**config.mk**
```make
export PLATFORM = sky130hd
export DESIGN_NAME = dmem_shadow_multi
export DESIGN_NICKNAME = d
export VERILOG_FILES = /design/src/rtl/dmem_shadow_multi.sv
export SDC_FILE = /design/constraint.sdc
export NUM_CORES = 1
export LEC_CHECK = 0
export ABC_AREA = 0
export CAP_MARGIN = 0
export CORE_AREA = 2 2 204 206
export DETAILED_ROUTE_END_ITERATION = 16
export DIE_AREA = 0 0 206 208
export PLACE_DENSITY_LB_ADDON = 0.15
export SLEW_MARGIN = 0
export SYNTH_ARGS = -nofsm -noshare
export SYNTH_HDL_FRONTEND = slang
export SYNTH_SLANG_ARGS = --single-unit
```
**constraint.sdc**
```tcl
create_clock -name clk -period 3.24 [get_ports clk]
set_input_delay 0.486 -clock clk [delete_from_list [all_inputs] [get_ports clk]]
set_output_delay 0.486 -clock clk [all_outputs]
set_load 0.02 [all_outputs]
```
**src/rtl/dmem_shadow_multi.sv**
```systemverilog
// Shadow data memory and handshake monitor for a native valid/ready memory bus; drives nothing onto the bus.
// Latency: hit/expect_* are combinational; shadow contents, sticky flags and stall_cnt update on the next edge.
// Backpressure: none exerted; wait states are counted and requests that change while stalled are flagged.
module dmem_shadow_multi #(
    parameter int XLEN     = 32,
    parameter int NWATCH   = 4,
    parameter int MAX_WAIT = 16,
    parameter int LEARN    = 1,
    localparam int NB  = XLEN / 8,
    localparam int LSB = $clog2(NB),
    localparam int IW  = (NWATCH > 1) ? $clog2(NWATCH) : 1
) (
    input  logic                   clk,
    input  logic                   resetn,
    input  logic                   mem_valid,
    input  logic                   mem_instr,
    input  logic                   mem_ready,
    input  logic [XLEN-1:0]        mem_addr,
    input  logic [XLEN-1:0]        mem_wdata,
    input  logic [NB-1:0]          mem_wstrb,
    input  logic [XLEN-1:0]        mem_rdata,
    input  logic [NWATCH*XLEN-1:0] watch_addr,
    output logic                   hit,
    output logic [IW-1:0]          hit_idx,
    output logic [XLEN-1:0]        expect_rdata,
    output logic [NB-1:0]          expect_mask,
    output logic                   mismatch,
    output logic [IW-1:0]          mismatch_idx,
    output logic                   proto_err,
    output logic                   stall_err,
    output logic [7:0]             stall_cnt
);

    logic            xfer, stall, match_any, rd_mis;
    logic [IW-1:0]   match_idx;
    logic [XLEN-1:0] eff_data [NWATCH];
    logic [NB-1:0]   eff_valid[NWATCH];

    logic [XLEN-1:0] watch_q[NWATCH], watch_d[NWATCH];
    logic [XLEN-1:0] data_q [NWATCH], data_d [NWATCH];
    logic [NB-1:0]   valid_q[NWATCH], valid_d[NWATCH];
    logic            pend_q, pend_d;
    logic [XLEN-1:0] req_addr_q, req_addr_d, req_wdata_q, req_wdata_d;
    logic [NB-1:0]   req_wstrb_q, req_wstrb_d;
    logic            req_instr_q, req_instr_d;
    logic [7:0]      stall_cnt_q, stall_cnt_d;
    logic            mismatch_q, mismatch_d, proto_err_q, proto_err_d, stall_err_q, stall_err_d;
    logic [IW-1:0]   mismatch_idx_q, mismatch_idx_d;

    assign xfer  = mem_valid && mem_ready;
    assign stall = mem_valid && !mem_ready;

    // Descending scan so the lowest matching entry is the one left standing.
    always_comb begin
        match_any = 1'b0;
        match_idx = '0;
        for (int k = NWATCH - 1; k >= 0; k--) begin
            if (mem_addr[XLEN-1:LSB] == watch_addr[k*XLEN+LSB +: XLEN-LSB]) begin
                match_any = 1'b1;
                match_idx = IW'(k);
            end
        end
    end

    // An entry whose watch address moved this cycle is treated as already cleared.
    always_comb begin
        for (int k = 0; k < NWATCH; k++) begin
            if (watch_addr[k*XLEN +: XLEN] != watch_q[k]) begin
                eff_data[k]  = '0;
                eff_valid[k] = '0;
            end else begin
                eff_data[k]  = data_q[k];
                eff_valid[k] = valid_q[k];
            end
        end
    end

    assign hit     = xfer && match_any;
    assign hit_idx = hit ? match_idx : '0;

    always_comb begin
        expect_rdata = '0;
        expect_mask  = '0;
        for (int k = 0; k < NWATCH; k++) begin
            if (hit && hit_idx == IW'(k)) begin
                expect_rdata = eff_data[k];
                expect_mask  = eff_valid[k];
            end
        end
    end

    always_comb begin
        rd_mis         = 1'b0;
        mismatch_d     = mismatch_q;
        mismatch_idx_d = mismatch_idx_q;
        for (int k = 0; k < NWATCH; k++) begin
            watch_d[k] = watch_addr[k*XLEN +: XLEN];
            data_d[k]  = eff_data[k];
            valid_d[k] = eff_valid[k];
            if (hit && hit_idx == IW'(k)) begin
                for (int i = 0; i < NB; i++) begin
                    if (mem_wstrb != '0) begin
                        if (mem_wstrb[i]) begin
                            data_d[k][8*i +: 8] = mem_wdata[8*i +: 8];
                            valid_d[k][i]       = 1'b1;
                        end
                    end else if (eff_valid[k][i]) begin
                        if (mem_rdata[8*i +: 8] != eff_data[k][8*i +: 8]) begin
                            rd_mis = 1'b1;
                        end
                    end else if (LEARN != 0) begin
                        data_d[k][8*i +: 8] = mem_rdata[8*i +: 8];
                        valid_d[k][i]       = 1'b1;
                    end
                end
            end
        end
        if (rd_mis) begin
            mismatch_d = 1'b1;
            if (!mismatch_q) begin
                mismatch_idx_d = hit_idx;
            end
        end
    end

    always_comb begin
        pend_d      = stall;
        req_addr_d  = stall ? mem_addr  : req_addr_q;
        req_wdata_d = stall ? mem_wdata : req_wdata_q;
        req_wstrb_d = stall ? mem_wstrb : req_wstrb_q;
        req_instr_d = stall ? mem_instr : req_instr_q;
        proto_err_d = proto_err_q;
        if (pend_q && (!mem_valid || mem_addr != req_addr_q || mem_wdata != req_wdata_q ||
                       mem_wstrb != req_wstrb_q || mem_instr != req_instr_q)) begin
            proto_err_d = 1'b1;
        end
        stall_cnt_d = '0;
        if (stall) begin
            stall_cnt_d = (stall_cnt_q == 8'hFF) ? 8'hFF : stall_cnt_q + 8'd1;
        end
        stall_err_d = stall_err_q || (stall && stall_cnt_q == 8'(MAX_WAIT));
    end

    always_ff @(posedge clk or negedge resetn) begin
        if (!resetn) begin
            for (int k = 0; k < NWATCH; k++) begin
                watch_q[k] <= '0;
                data_q[k]  <= '0;
                valid_q[k] <= '0;
            end
            pend_q         <= 1'b0;
            req_addr_q     <= '0;
            req_wdata_q    <= '0;
            req_wstrb_q    <= '0;
            req_instr_q    <= 1'b0;
            stall_cnt_q    <= '0;
            mismatch_q     <= 1'b0;
            mismatch_idx_q <= '0;
            proto_err_q    <= 1'b0;
            stall_err_q    <= 1'b0;
        end else begin
            for (int k = 0; k < NWATCH; k++) begin
                watch_q[k] <= watch_d[k];
                data_q[k]  <= data_d[k];
                valid_q[k] <= valid_d[k];
            end
            pend_q         <= pend_d;
            req_addr_q     <= req_addr_d;
            req_wdata_q    <= req_wdata_d;
            req_wstrb_q    <= req_wstrb_d;
            req_instr_q    <= req_instr_d;
            stall_cnt_q    <= stall_cnt_d;
            mismatch_q     <= mismatch_d;
            mismatch_idx_q <= mismatch_idx_d;
            proto_err_q    <= proto_err_d;
            stall_err_q    <= stall_err_d;
        end
    end

    assign mismatch     = mismatch_q;
    assign mismatch_idx = mismatch_idx_q;
    assign proto_err    = proto_err_q;
    assign stall_err    = stall_err_q;
    assign stall_cnt    = stall_cnt_q;

endmodule
```
### Word-level counts from Yosys, hierarchy flattened

Index checks and enable logic that the tools add are counted.

* equal/unequal tests: 33
* bitwise gates (word level): 1
* add/sub/neg operators: 1
* reduce and logical (&&, ||, !) cells: 19
* multiplexer cells: 167

Operator list (number)
* 2-to-1 mux 8 bit: 50
* 2-to-1 mux 32 bit: 12
* != test 32 bit: 6
* != test 8 bit: 16
* == test 30 bit: 4
* 2-to-1 mux 1 bit: 88
* 2-to-1 mux 4 bit: 12
* 2-to-1 mux 2 bit: 5
* logical AND 1 bit: 9
* adder 8 x 1 -> 8 bit (second input constant): 1
* == test 8 x 5 -> 1 bit (second input constant): 1
* == test 8 bit (second input constant): 1
* logical OR 1 bit: 5
* == test 2 bit (second input constant): 2
* != test 4 bit: 1
* nonzero test 4 bit: 1
* == test 2 x 1 -> 1 bit (second input constant): 1
* zero test 1 bit: 2
* zero test 2 bit: 1
* AND reduction 2 bit: 1
* != test 1 bit: 1
* inverter 1 bit: 1

* output and inout port bits: 52
* register bits: 355

### Logic depth before layout (Yosys ltp)

* depth after elaboration: 56
* mapped depth: 12
* gate-level depth less buffers: 10

### Least setup slack after synthesis

OpenSTA, ideal clock, no wires.

* path type: input -> output
* start: input port mem_addr[13]
* end: output port expect_rdata[10]
* data required time: 2.754 ns
* data arrival time: 3.123 ns
* setup slack: -0.369 ns
* stages: 12
* cells stage by stage: clkbuf_1 -> xor2_1 -> nor4_1 -> nand3_1 -> nor4_1 -> nor2_1 -> nor3_1 -> buf_2 -> buf_1 -> a21oi_1 -> a2bb2oi_1 -> o21ai_0

* word-level cells in the longest chain between the ends: 13

RTL lines
* from (decl): line 18 `input logic [XLEN-1:0] mem_addr,`
* == test 30 bit: line 58 `if (mem_addr[XLEN-1:LSB] == watch_addr[k*XLEN+LSB +: XLEN-LSB]) begin`
* 2-to-1 mux 1 bit (4 in series): line 58
* logical AND 1 bit: line 78 `assign hit = xfer && match_any;`
* 2-to-1 mux 2 bit: line 79 `assign hit_idx = hit ? match_idx : '0;`
* zero test 2 bit: line 85 `if (hit && hit_idx == IW'(k)) begin`
* logical AND 1 bit: line 85
* 2-to-1 mux 32 bit (3 in series): line 85
* 2-to-1 mux 32 bit (*): line 85
* to (decl): line 25 `output logic [XLEN-1:0] expect_rdata,`

Every way passes the cells marked *; elsewhere a longest branch is shown, timed or not.

### Worst setup path after layout

* start: input port mem_addr[13]
* end: output port expect_mask[0]

* word-level cells in the longest chain between the ends: 13

RTL lines
* == test 30 bit: line 58
* 2-to-1 mux 1 bit (4 in series): line 58
* logical AND 1 bit: line 78
* 2-to-1 mux 2 bit: line 79
* zero test 2 bit: line 85
* logical AND 1 bit: line 85
* 2-to-1 mux 4 bit (3 in series): line 85
* 2-to-1 mux 4 bit (*): line 85
* to (decl): line 26 `output logic [NB-1:0] expect_mask,`

Marks and branches as above.

==> results.json <==
{
  "routed_via_density": 6.07,
  "layout.cells.most_common": "buf_4",
  "synth.ff_latch_count": 355,
  "synth_cell_type_count": 67,
  "dr.max_layer_used": "met5",
  "cts_tree": "done",
  "yosys-top-cells-area": "dfrtp_1, xor2_1, xnor2_1, nand2_1, a31oi_1",
  "final_layout_size_suffix_gt1_share_pct": 29.6,
  "synth_enable_flop_cells": 0,
  "power_frac_clock_pct": 41.9,
  "critical_path.cell_chain": "buf_4, buf_6, xnor2_2, nand4_1, nor4_4, buf_4, and4_4, buf_6, nor3_4, buf_6, buf_6, buf_8, buf_4, o21ai_1, o21ai_1, mux2i_2, buf_4",
  "detail_route.first_pass.iterations": 7,
  "htree_levels": 2,
  "post-route-min-period_ns": 3.68,
  "critPathRequiredTime_ns": 2.75,
  "drt.antenna.violating_nets": 0,
  "p_sw_share_pct": 27.5,
  "power.share.sequential_pct": 41.7,
  "finalWeightedCongestion": 0.974,
  "max_cap_viol_count": 0,
  "static-leakage-power_nw": 12.9,
  "ff2ff_setup_slack_ns": -0.41,
  "cts-buffers-inserted": 41,
  "cell_depth_of_the_worst_min_delay_path": 1,
  "syn-num-nets": 2448,
  "critical_path.n_buffers_inverters": 9,
  "cts.sink_count": 355,
  "clock_network_latency_to_the_later_pin_of_the_worst_skew_pair_ns": 0.59,
  "hold_worst_path_end": "watch_q[60]",
  "r2r_end": "mismatch_idx[0]",
  "ys.warnings.count": 0,
  "internal_power_w": 0.00823,
  "synth_sequential_area_ratio_pct": 44.2,
  "design.die.area_um2": 42800,
  "timing.final.max_slew_violations": 0,
  "gr-total-overflow": 0,
  "timing.final.setup_violations": 40,
  "routed-wl-met2_um": 40600,
  "worst_ep_arrival_time_ns": 3.19,
  "placement_rows": 74,
  "syn_area_um2": 20100,
  "pwr_density_nw_per_um2": 384,
  "async_reset_ff_share_pct": 100,
  "post_layout_net_count": 3078,
  "dp_hpwl_um": 61300,
  "cts.path.max_buffers": 3,
  "dr_wl_met3_um": 7040,
  "synthDominantCellAreaShare_pct": 44.2,
  "power_switching_w": 0.00313,
  "synth_top_cell_by_area": "dfrtp_1",
  "drc": 0,
  "crit_fanout": 4,
  "design_area_um2": 29500,
  "coreArea_um2": 40600,
  "worst_clock_skew_ns": 0.0212,
  "area_delta_synth_final_pct": 47.1,
  "timing.hold.worst.start": "watch_addr[92]",
  "min_path_type": "primary input to flop",
  "max_stage_delay_ns": 0.36,
  "design.portCount": 285,
  "postSynth.topFlopCell": "dfrtp_1",
  "grt_antenna_before_repair": 5,
  "syn-instance-count": 2213,
  "tightestPinTransition_ns": 0.879,
  "dpl-instance-area_um2": 26400,
  "ir_drop_mv": 0.408,
  "finalCritPeriodShare_pct": 114,
  "worst_r2r_path_depth": 14,
  "run_status": "complete, but fails checks",
  "clock-root-buffer": "clkbuf_16",
  "crit_path_end_kind": "output pin",
  "grt_start_max_net_pins": 92,
  "die_width_um": 206,
  "numPortBuffers": 284,
  "critPathTopFamily": "buffers and inverters",
  "via_total_after_detailed_routing": 20700,
  "cts.clk_slew.worst_paths_ns": 0.05,
  "criticalPathCategory": "primary input to output pin",
  "die_h_um": 208,
  "initial_utilization_pct": 49.5,
  "regToRegStartpoint": "watch_q[18]",
  "layout.cells.most_common_list": "buf_4, dfrtp_1, nand2_1",
  "p_comb_share_pct": 16.4,
  "average_size_of_a_mapped_cell_um2": 9.08,
  "drt_first_iter_violations": 1972,
  "crit_slowest_cell": "nor4_4",
  "grt_first_pass_wirelength_um": 126000,
  "hold_violations": 0,
  "route.final.wire_length_um": 84400,
  "fmax_mhz": 272,
  "critical_path_source_type": "primary input",
  "via_count_of_the_first_global_routing_pass": 20600,
  "met1_length_um": 31500,
  "timing.final.ws_setup_ns": -0.439,
  "finalSetupTns_ns": -12.61,
  "wl_cell_um": 24.8,
  "grt_setup_unrepaired": "yes",
  "timing.max_slew.rel_slack_pct": 41.4,
  "globalRouteTotalUtil_pct": 38.9,
  "failing_checks": "negative setup slack"
}
[final cells by class]
class                           count  area, µm²
Multi-Input combinational cell   1658      11900
Fill cell                        3059      11000
Sequential cell                   355       8880
Timing Repair Buffer              746       6640
Clock buffer                       55       1190
Tap cell                          532        666
Clock inverter                     14        156
Inverter                           41        156
Antenna cell                        3       7.51
[registers in the layout, indices dropped and copies added, names as in the netlist]
name          cells
data_q          128
mismatch          1
mismatch_idx      2
pend_q            1
proto_err         1
req_addr_q       32
req_instr_q       1
req_wdata_q      32
req_wstrb_q       4
stall_cnt         8
stall_err         1
valid_q          16
watch_q         128
[power by group through the flow]
stage,registers (W),clock network (W),logic (W)
detailed placement,0.00481,0,0.00177
finish,0.00474,0.00476,0.00186
global placement,0.00480,0,0.00175
floorplan,0.00479,0,0.000777
global route,0.00475,0.00497,0.00199
CTS,0.00473,0.00478,0.00180
[synthesized netlist by cell type (all sizes together), types with 17 or more instances]
cell type  number
buf            18
nor2           93
a31oi         163
o31ai          17
o21ai         195
nor4bb         22
inv            41
o32ai          23
dfrtp         355
a2bb2oi        28
nand2         344
xor2          220
clkbuf        141
o2bb2ai        19
xnor2         176
a21oi          73
nand4          51
and2           34
nor4           59
nor3           26
[routing by layer]
metal  track usage [%]  up-vias
met5                 0        -
met2              64.4     1141
met4              20.5        4
met3              7.47      295
met1              47.9    10100
li1                  -     9122
[cell families (layout without fill, tap and decap cells)]
family,Yosys count,after routing,share of synthesized area (%)
AO/OA/AOI/OAI,594,594,18.7
XOR/XNOR,396,396,17.3
adder cells (fa/ha/maj),2,2,0.125
buffers and inverters,200,856,3.79
flip-flops,355,355,44.2
multiplexers,4,4,0.212
other,0,3,0
AND/OR/NAND/NOR,662,662,15.7
[worst max path at each step]
stage,start,to,slack (ns),depth (start not counted)
floorplan,mem_addr[28],expect_rdata[20],-0.004,11
global placement,mem_addr[13],expect_rdata[24],-1.47,16
detailed placement,mem_addr[8],expect_rdata[10],-1.55,16
CTS,watch_q[51],mismatch_idx[0],-0.42,15
global route,mem_addr[13],expect_mask[0],-0.53,17
finish,mem_addr[13],expect_mask[0],-0.44,17
[repair_timing]
item / in CTS / in global routing
setup buffers: 47 / 22
hold endpoints to repair: 25 / 0
pin swaps: 102 / 89
gates cloned: 3 / 0
endpoints found under the setup margin: 130 / 74
hold buffers: 1 / 0
resized for setup: 646 / 191
[stage by stage]
step / util [%] / setup WS [ns] / std cells / hold WS (ns) / total power, W
2_1_floorplan: - / -0.00354 / 2213 / 0.190 / 0.00557
3_3_place_gp: 65.0 / -1.47 / 3271 / 0.451 / 0.00655
3_5_place_dp: 65.0 / -1.55 / 3271 / 0.459 / 0.00658
4_1_cts: 71.5 / -0.421 / 3385 / 0.0644 / 0.0113
5_1_grt: 72.8 / -0.535 / 3401 / 0.0650 / 0.0117
6_report: 72.9 / -0.439 / 3404 / 0.0722 / 0.0114
Power figures use the tool's default switching activity.
